<file path="src/rtl/tsn_time_base.sv">
// tsn_time_base: global time base for the TSN datapath.
// Free-running time counter with prescaler and step, absolute set with
// acknowledge, signed one-shot offset correction, and a periodic
// cycle-start generator. Per cycle the priority is set > adjust > tick.
module tsn_time_base #(
    parameter int TIME_W   = 32,
    parameter int STEP     = 1,
    parameter int PRESCALE = 1,
    parameter int ADJ_W    = 16,
    parameter int CYC_W    = 16
) (
    input  logic              sync_clk,
    input  logic              rst_n,
    input  logic              i_time_en,
    input  logic              i_set_valid,
    input  logic [TIME_W-1:0] i_set_time,
    output logic              o_set_ack,
    input  logic              i_adj_valid,
    input  logic [ADJ_W-1:0]  i_adj_offset,
    input  logic [CYC_W-1:0]  i_cycle_period,
    output logic [TIME_W-1:0] o_top_time,
    output logic [CYC_W-1:0]  o_cycle_pos,
    output logic              o_cycle_start,
    output logic              o_wrap
);

    // A one-bit prescaler is kept even for PRESCALE=1; it simply stays 0.
    localparam int                PRE_W    = (PRESCALE > 1) ? $clog2(PRESCALE) : 1;
    localparam logic [PRE_W-1:0]  PRE_LAST = PRE_W'(PRESCALE - 1);
    localparam logic [TIME_W-1:0] STEP_V   = TIME_W'(STEP);

    logic [PRE_W-1:0]  pre_cnt_q, pre_cnt_d;
    logic [TIME_W-1:0] time_q, time_d;
    logic [CYC_W-1:0]  cycle_pos_q, cycle_pos_d;
    logic              set_ack_q, set_ack_d;
    logic              cycle_start_q, cycle_start_d;
    logic              wrap_q, wrap_d;

    logic              tick;
    logic [TIME_W:0]   tick_sum;
    logic [TIME_W-1:0] adj_ext;
    logic [TIME_W-1:0] adj_sum;
    logic [CYC_W-1:0]  cyc_last;
    logic signed [ADJ_W-1:0] adj_signed;

    // Tick strobe and the candidate time values for the tick and adjust paths.
    always_comb begin
        tick       = i_time_en && (pre_cnt_q == PRE_LAST);
        tick_sum   = {1'b0, time_q} + {1'b0, STEP_V};
        adj_signed = i_adj_offset;
        adj_ext    = TIME_W'(adj_signed);
        // An adjust folds in a concurrent tick so that tick is never lost.
        adj_sum    = time_q + adj_ext + (tick ? STEP_V : '0);
        cyc_last   = i_cycle_period - CYC_W'(1);
    end

    // Next-state selection: set overrides everything, adjust overrides the
    // plain tick update of time, the cycle generator follows the tick.
    always_comb begin
        pre_cnt_d     = pre_cnt_q;
        time_d        = time_q;
        cycle_pos_d   = cycle_pos_q;
        set_ack_d     = i_set_valid;
        cycle_start_d = 1'b0;
        wrap_d        = 1'b0;

        if (i_set_valid) begin
            time_d      = i_set_time;
            pre_cnt_d   = '0;
            cycle_pos_d = '0;
        end else begin
            if (i_time_en) begin
                pre_cnt_d = tick ? '0 : pre_cnt_q + PRE_W'(1);
            end

            if (i_adj_valid) begin
                // Carry out of an adjusted sum is deliberately not reported.
                time_d = adj_sum;
            end else if (tick) begin
                time_d = tick_sum[TIME_W-1:0];
                wrap_d = tick_sum[TIME_W];
            end

            if (tick) begin
                if (i_cycle_period == '0) begin
                    cycle_pos_d = '0;
                end else if (cycle_pos_q >= cyc_last) begin
                    // ">=" also recovers when the period shrinks mid-cycle.
                    cycle_pos_d   = '0;
                    cycle_start_d = 1'b1;
                end else begin
                    cycle_pos_d = cycle_pos_q + CYC_W'(1);
                end
            end
        end
    end

    // State registers with asynchronous clear.
    always_ff @(posedge sync_clk or negedge rst_n) begin
        if (!rst_n) begin
            pre_cnt_q     <= '0;
            time_q        <= '0;
            cycle_pos_q   <= '0;
            set_ack_q     <= 1'b0;
            cycle_start_q <= 1'b0;
            wrap_q        <= 1'b0;
        end else begin
            pre_cnt_q     <= pre_cnt_d;
            time_q        <= time_d;
            cycle_pos_q   <= cycle_pos_d;
            set_ack_q     <= set_ack_d;
            cycle_start_q <= cycle_start_d;
            wrap_q        <= wrap_d;
        end
    end

    assign o_top_time    = time_q;
    assign o_cycle_pos   = cycle_pos_q;
    assign o_set_ack     = set_ack_q;
    assign o_cycle_start = cycle_start_q;
    assign o_wrap        = wrap_q;

endmodule

</file>
<file path="config.mk">
export PLATFORM = sky130hd
export DESIGN_NAME = tsn_time_base
export DESIGN_NICKNAME = d
export VERILOG_FILES = /design/src/rtl/tsn_time_base.sv
export SDC_FILE = /design/constraint.sdc
export NUM_CORES = 1
export LEC_CHECK = 0
export CAP_MARGIN = 20
export CORE_ASPECT_RATIO = 0.5
export CORE_MARGIN = 2
export CORE_UTILIZATION = 40
export DETAILED_ROUTE_END_ITERATION = 8
export PLACE_DENSITY = 0.69
export SYNTH_ARGS = -nofsm -noshare
export SYNTH_HDL_FRONTEND = slang
export SYNTH_SLANG_ARGS = --single-unit
</file>
<file path="constraint.sdc">
create_clock -name sync_clk -period 6 [get_ports sync_clk]
set_input_delay 0.6 -clock sync_clk [delete_from_list [all_inputs] [get_ports sync_clk]]
set_output_delay 0.6 -clock sync_clk [all_outputs]
set_load 0.01 [all_outputs]
</file>
Yosys cells after proc, flatten, opt, wreduce, memory -nomap -nowiden
Index checks and enable logic that the tools add are counted.
{ "classes": {"add_sub_neg": 6, "magnitude_cmp": 1, "mux": 18, "n_bitwise": 1, "n_reduce_logical": 5} }
{ "op_table": {"columns": ["cell", "n"], "rows": [
  ["$mux 32", 3],
  ["$mux 16", 4],
  ["$add 32x1->33 const B", 1],
  ["$add 32x1->32", 1],
  ["$add 32x32->32", 1],
  ["$add 16x1->16 const B", 1],
  ["$ge 16x16->1", 1],
  ["$logic_not 16->1", 1],
  ["$sub 16x1->16 const B", 1],
  ["$mux 1", 11],
  ["$reduce_bool 2->1", 2],
  ["$reduce_bool 3->1", 1],
  ["$add 1x1->1 const B", 1],
  ["$logic_and 1x1->1", 1],
  ["$not 1->1", 1]
]} }
{ "totals": {"regBits": 52, "inputBits": 69, "out_inout_bits": 51, "wordCells": 37} }

Depth between registers and ports, before layout
Gate-level depths: netlist of the first run.
{ "logic_depth": {"ltp_word": 6, "depth_mapped": 16, "depth_no_buf": 15} }

Least setup slack after synthesis of the first run
No wires, ideal clock.
{ "synth_timing": {"path_type": "input to register", "start": "input port i_time_en", "end": "register time_q[28] (netlist: o_top_time[28])", "setup_time_ns": 0.072, "arrival_time_ns": 3.150, "required_time_ns": 5.928, "path_slack_ns": 2.779, "path_stages": 14, "n_path_buf": 0, "path_cell_list": "nor2b_1 inv_1 fa_1 inv_1 fa_1 a21oi_1 o21ai_1 o211ai_2 a32oi_2 o22ai_2 o21ai_2 a31oi_1 mux2_1 nor2_1"} }
{ "synth_between": {"elab_chain_len": 5, "word_cells_on_any_way": 6, "cone_classes": "1 x add/sub; 3 x mux; 2 x reduce/logical"} }
{ "synth_lines": {"columns": ["element", "line", "rtl"], "rows": [
  ["start, declared", "14", "input logic i_time_en,"],
  ["$logic_and 1x1->1 (*)", "48", "tick = i_time_en && (pre_cnt_q == PRE_LAST);"],
  ["$mux 1", "53", "adj_sum = time_q + adj_ext + (tick ? STEP_V : '0);"],
  ["$add 32x1->32", "53", null],
  ["$mux 32", "76", "if (i_adj_valid) begin"],
  ["$mux 32", "67", "if (i_set_valid) begin"],
  ["end signal, assigned", "109", "time_q <= time_d;"],
  ["end, declared", "33", "logic [TIME_W-1:0] time_q, time_d;"]
]} }
Every way passes the cells marked *; elsewhere a longest branch is shown, timed or not.
A chain may end at the register's enable or synchronous reset.

Final worst setup path of the first run
{ "layout_timing": {"start": "input port i_time_en", "end": "register time_q[27] (netlist: o_top_time[27])"} }
The elaborated chain is that of the path after synthesis.

==> impl_metrics.ini, run 1 <==
[pwr]
p_leak_nw = 2.89
ir_drop_uv = 122
power_density_nw_per_um2 = 232

[final_layout]
final_net_count = 901
fillers = 1222
area_growth_pct = 27.5
antennaDiodeCount = 0
fin_util_pct = 53.3
drive_gt1_share_pct = 4.48

[synth]
synth_nets = 797
synth_area_leaders = dfrtp_1 (24%), ha_1 (11%), xnor2_1 (7.6%)
syn_inst = 677
synth_cell_types = 77
synth.most_common_cell = nand2_1
synth_ff_type = dfrtp_1
synth_edf_count = 0
ys_warn_count = 0
async_reset_ff_share_pct = 100
synth_area_sq_um = 5420
synth_top_cell_by_area = dfrtp_1
yosys.area.top_type_share_pct = 24.0
syn_avg_cell_area_sq_um = 8.00
synth-seq-cells = 52
yosysSeqAreaShare_pct = 24.0
yosys-top-cells-count = nand2_1 (66), dfrtp_1 (52), nor2_1 (51)

[sta]
slew_violations = 0
fmaxAchievable_mhz = 237
tns_ns = 0
min_period_ns = 4.21
fin_skew_ns = 0.0101
final-setup-viol-count = 0
worstMarginPinSlew_ns = 0.931
post-route-period-util_pct = 70.2
slew_headroom_pct = 37.6
hold_violations = 0
rsz0062_at_grt = false

[placed_design]
place_congestion = 0.905
port_buffers = 119
dp_hpwl_microns = 11900

[grt]
grt_usage_pct = 21.7
grt_max_degree = 70
overflow = 0
grt_pass1_vias = 5114
grt_pass1_wl_microns = 25600
antenna_found_initial = 0

[worst_setup_path]
crit_family = compound AO/OA/AOI/OAI gates
cp_max_fo = 7
worstSetupPathType = in2reg
critical_path.max_stage_delay_ns = 0.68
slowest_stage = o311ai_1
cp-end-kind = flop
timing.critical_path.buf_inv = 2
cp.arrival_ns = 4.37
path_cells = clkdlybuf4s50_1, nor2b_1, inv_1, fa_1, nor2b_1, o2111ai_1, a21o_1, and2_1, o311ai_1, a21oi_1, xnor2_1, a211oi_1, a21oi_1
r2r_start = pre_cnt_q
required_ns = 6.16
start_kind = primary input
worstSetupStartpoint = i_time_en

[die]
core.rowCount = 29
die_w_microns = 169
io_pins = 120
fp.dieH_microns = 86.3
core_area_sq_um = 13000
initial_core_util_pct = 41.8
fp.dieArea_sq_um = 14500

[cts]
htreeDepth = 2
cts_tree = done
root_buffer = clkbuf_16
clk_latency_ns = 0.30
postCtsSetupRepairBufs = 0
numCtsBuffers = 5
cts.sinks = 52
ctsHoldBuffers = 0
cts_buffer_depth = 2
clk_pin_slew_ns = 0.08
cts-resized-gates = 0

[drt]
top_layer = met4
vias = 5511
wl_met3_microns = 703
initialDrtViolationCount = 319
drcViolationCount = 0
wl_met2_microns = 6930
wl_per_cell_microns = 16.8
ant_nets = 0
wl_microns = 16000
m1WireLength_microns = 8150
dr.pass1.iters = 6
routed_via_density = 5.79

[job]
cap_viol_max_count = 0

[hold_path]
hold_path.class = in2async

[status]
status = finished clean
==> worst paths after layout <==
kind                                  endpoint  slack [ns]  cells after the start
worst min-delay path            o_cycle_pos[6]        0.44                      2
max in group asynchronous       o_top_time[15]        5.08                      2
min in group sync_clk                pre_cnt_q        0.54                      1
worst max-delay path            o_top_time[27]        1.79                     13
worst max register to register  o_top_time[27]        2.20                     12
worst min register to register       pre_cnt_q        0.54                      1
==> cells in the final DEF, fill, tap and decap left out, types with 22 or more instances in the layout <==
cell type,n
ha_1,49
a21oi_1,48
clkdlybuf4s50_1,116
xnor2_1,47
o21ai_0,40
and3_1,22
dfrtp_1,52
nor2_1,50
nand2_1,66
xor2_1,22
==> area by class of cell <==
type | instances | area (sq um) | share of cell area [%]
Clock buffer | 6 | 129 | 1.87
Clock inverter | 2 | 38.8 | 0.561
Inverter | 18 | 67.6 | 0.978
Multi-Input combinational cell | 581 | 3950 | 57.1
Sequential cell | 52 | 1300 | 18.8
Tap cell | 170 | 213 | 3.08
Timing Repair Buffer | 123 | 1210 | 17.6
==> registers in the layout (all words and copies together), names as in the netlist <==
| signal | flops |
|---|---|
| o_wrap | 1 |
| o_top_time | 32 |
| o_cycle_start | 1 |
| o_cycle_pos | 16 |
| pre_cnt_q | 1 |
| o_set_ack | 1 |
==> worst register-to-register path, stage by stage, from the launching register on <==
cell and delay [ns]:
dfrtp_1 0.38, nor2b_1 0.40, inv_1 0.28, fa_1 0.47, nor2b_1 0.17, o2111ai_1 0.16
a21o_1 0.25, and2_1 0.19, o311ai_1 0.68, a21oi_1 0.20, xnor2_1 0.17, a211oi_1 0.25
a21oi_1 0.07
==> where the power goes <==
| part | switching, mW | internal (mW) |
|---|---|---|
| combinational | 0.403 | 0.378 |
| sequential | 0.0840 | 0.392 |
| clock | 0.148 | 0.199 |
| total | 0.635 | 0.969 |
==> metrics by stage <==
step                      cells  power, mW  setup slack, ns  hold WS (ns)  cell area, sq um
after CTS                   951       1.61             1.80         0.467              6890
after detailed placement    943       1.25             1.50         0.535              6730
after floorplan             677      0.980             2.78         0.304              5420
after global routing        952       1.71             1.53         0.503              6910
final                       952       1.60             1.79         0.441              6910
after global placement      943       1.24             1.58         0.528              6730
==> cells by family after synthesis <==
group	count (synthesis)	share of synthesized area (%)
mux	4	0.762
fa+ha+maj	51	12.1
flops	52	24.0
simple gates	242	22.5
xor+xnor	69	11.2
compound gates	215	26.3
buf+inv	44	3.19
==> layer usage <==
metal / up-vias / global-route usage [%]
li1: 2721 / -
met3: 21 / 2.83
met1: 2605 / 31.3
met4: 0 / 4.23
met5: - / 0
met2: 164 / 35.1
Note: power is estimated with default switching activity, not from simulation.
==> run 2, diff against run 1 <==
==> constraint.sdc (replaced) <==
create_clock -name sync_clk -period 4.3 [get_ports sync_clk]
set_input_delay 0.43 -clock sync_clk [delete_from_list [all_inputs] [get_ports sync_clk]]
set_output_delay 0.43 -clock sync_clk [all_outputs]
set_load 0.01 [all_outputs]
==> impl_metrics.ini, run 2 (synthesized netlist as in run 1, its figures left out) <==
[sta]
fmaxAchievable_mhz = 276
worst_hold_slack_ns = 0.245
rsz0062_at_grt = false
tns_ns = 0
slew_violations = 0
fin_skew_ns = 0.00714
slew_headroom_pct = 35.1
min_period_ns = 3.62
worstMarginPinSlew_ns = 0.969
final-setup-viol-count = 0
hold_violations = 0
post-route-period-util_pct = 84.3

[cts]
clk_pin_slew_ns = 0.08
numCtsBuffers = 5
cts_buffer_depth = 2
postCtsSetupRepairBufs = 0
cts.sinks = 52
root_buffer = clkbuf_16
cts-resized-gates = 0
htreeDepth = 2
ctsHoldBuffers = 0
clk_latency_ns = 0.30
cts_tree = done

[pwr]
pwr-share-clk_pct = 20.1
power.total_mw = 2.20
p_leak_nw = 2.89
pwr-share-seq_pct = 30.0
power_density_nw_per_um2 = 319
combPwrFrac_pct = 49.9
net-switching-power_mw = 0.905
swShare_pct = 41.0
internal-power_mw = 1.30
ir_drop_uv = 184

[worst_setup_path]
cp_common_cell = nand2_1
slowest_stage = clkdlybuf4s50_1
required_ns = 4.47
critical_path.max_stage_delay_ns = 0.82
cp.arrival_ns = 3.79
cp_max_fo = 17
start_kind = primary input
worstSetupPathType = in2reg
path_cells = clkdlybuf4s50_1, ha_1, nand2_1, nor4_2, nand2_1, a2111oi_0, nor3_1, xnor2_1, a22oi_1, xor2_1, o21ai_1
cp-end-kind = flop

[grt]
antenna_found_initial = 0
use_met1_pct = 31.5
grt_max_degree = 62
overflow = 0
grt_pass1_wl_microns = 26500
grt_pass1_vias = 5298
busiest_layer = met2
met2_usage_pct = 37.5
grt_usage_pct = 22.5
grt_use_met3_pct = 3.70

[drt]
vias = 5514
ant_nets = 0
dr.pass1.iters = 5
wl_microns = 16200
wl_per_cell_microns = 16.9
routed_via_density = 5.77
drcViolationCount = 0
initialDrtViolationCount = 436

[die]
die_w_microns = 169
fp.dieArea_sq_um = 14500
initial_core_util_pct = 41.8
core.rowCount = 29
io_pins = 120
core_area_sq_um = 13000
fp.dieH_microns = 86.3

[final_layout]
area_growth_pct = 27.6
layout_common_cells = clkdlybuf4s50_1 (116), nand2_1 (66), dfrtp_1 (52)
antennaDiodeCount = 0
drive_gt1_share_pct = 5.09
largest_reg_flops = 32
final_net_count = 905
layout_commonest_cell = clkdlybuf4s50_1

[placed_design]
dp_hpwl_microns = 12200
port_buffers = 119
place_congestion = 0.920

[status]
status = finished clean

[job]
cap_viol_max_count = 0

[hold_path]
hold_path.class = in2async
run 2: cell types whose count changed in the layout (fill, tap and decap cells not counted):
cell | previous run | this run
buf_4 | 3 | 8
inv_6 | 1 | 2
buf_8 | 1 | 0
clkinvlp_4 | 0 | 1
clkbuf_1 | 1 | 0
bufinv_16 | 1 | 0
run 2: power by group through the flow:
stage / Combinational (mW) / Sequential [mW] / Clock [mW]
6_report: 1.10 / 0.662 / 0.443
5_1_grt: 1.22 / 0.674 / 0.477
4_1_cts: 1.09 / 0.661 / 0.450
3_5_place_dp: 1.09 / 0.669 / 0
3_3_place_gp: 1.07 / 0.669 / 0
2_1_floorplan: 0.703 / 0.664 / 0
run 2: worst paths after layout:
check                                 startpoint        endpoint  slack, ns  cells past startpoint
worst max-delay path            i_adj_offset[15]  o_top_time[31]       0.68                     11
worst min-delay path                       rst_n  o_cycle_pos[5]       0.25                      2
worst max register to register     o_top_time[0]  o_top_time[14]       1.17                     13
worst min register to register         pre_cnt_q       pre_cnt_q       0.54                      1
max in group asynchronous                  rst_n   o_top_time[7]       3.55                      2
min in group sync_clk                  pre_cnt_q       pre_cnt_q       0.54                      1
run 2: layer usage:
metal	up-vias	wire, microns
li1	2724	-
met1	2616	7880
met2	161	7310
met3	13	888
met4	0	114
met5	-	0
run 2: stage by stage:
step	util (%)	cells	worst slack [ns]	instance area [sq um]
3_3_place_gp	52.2	948	0.473	6760
3_5_place_dp	52.2	948	0.425	6760
5_1_grt	53.4	956	0.537	6910
4_1_cts	53.4	956	0.726	6910
2_1_floorplan	-	677	1.25	5420
6_report	53.4	956	0.677	6910
run 2: critical path: cells and delay by family:
kind,cells,cell delay (ns)
buffers and inverters,1,0.82
AO/OA/AOI/OAI,3,0.69
XOR/XNOR,2,0.33
adder cells (fa/ha/maj),1,0.67
AND/OR/NAND/NOR,4,0.84
run 2: area by class of cell:
class	instances	area, sq um
clock inverter	3	25.0
fill	1219	6040
clock buffer	5	125
sequential	52	1300
inverter	18	67.6
multi-input combinational	581	3950
timing repair buffer	127	1240
tap	170	213
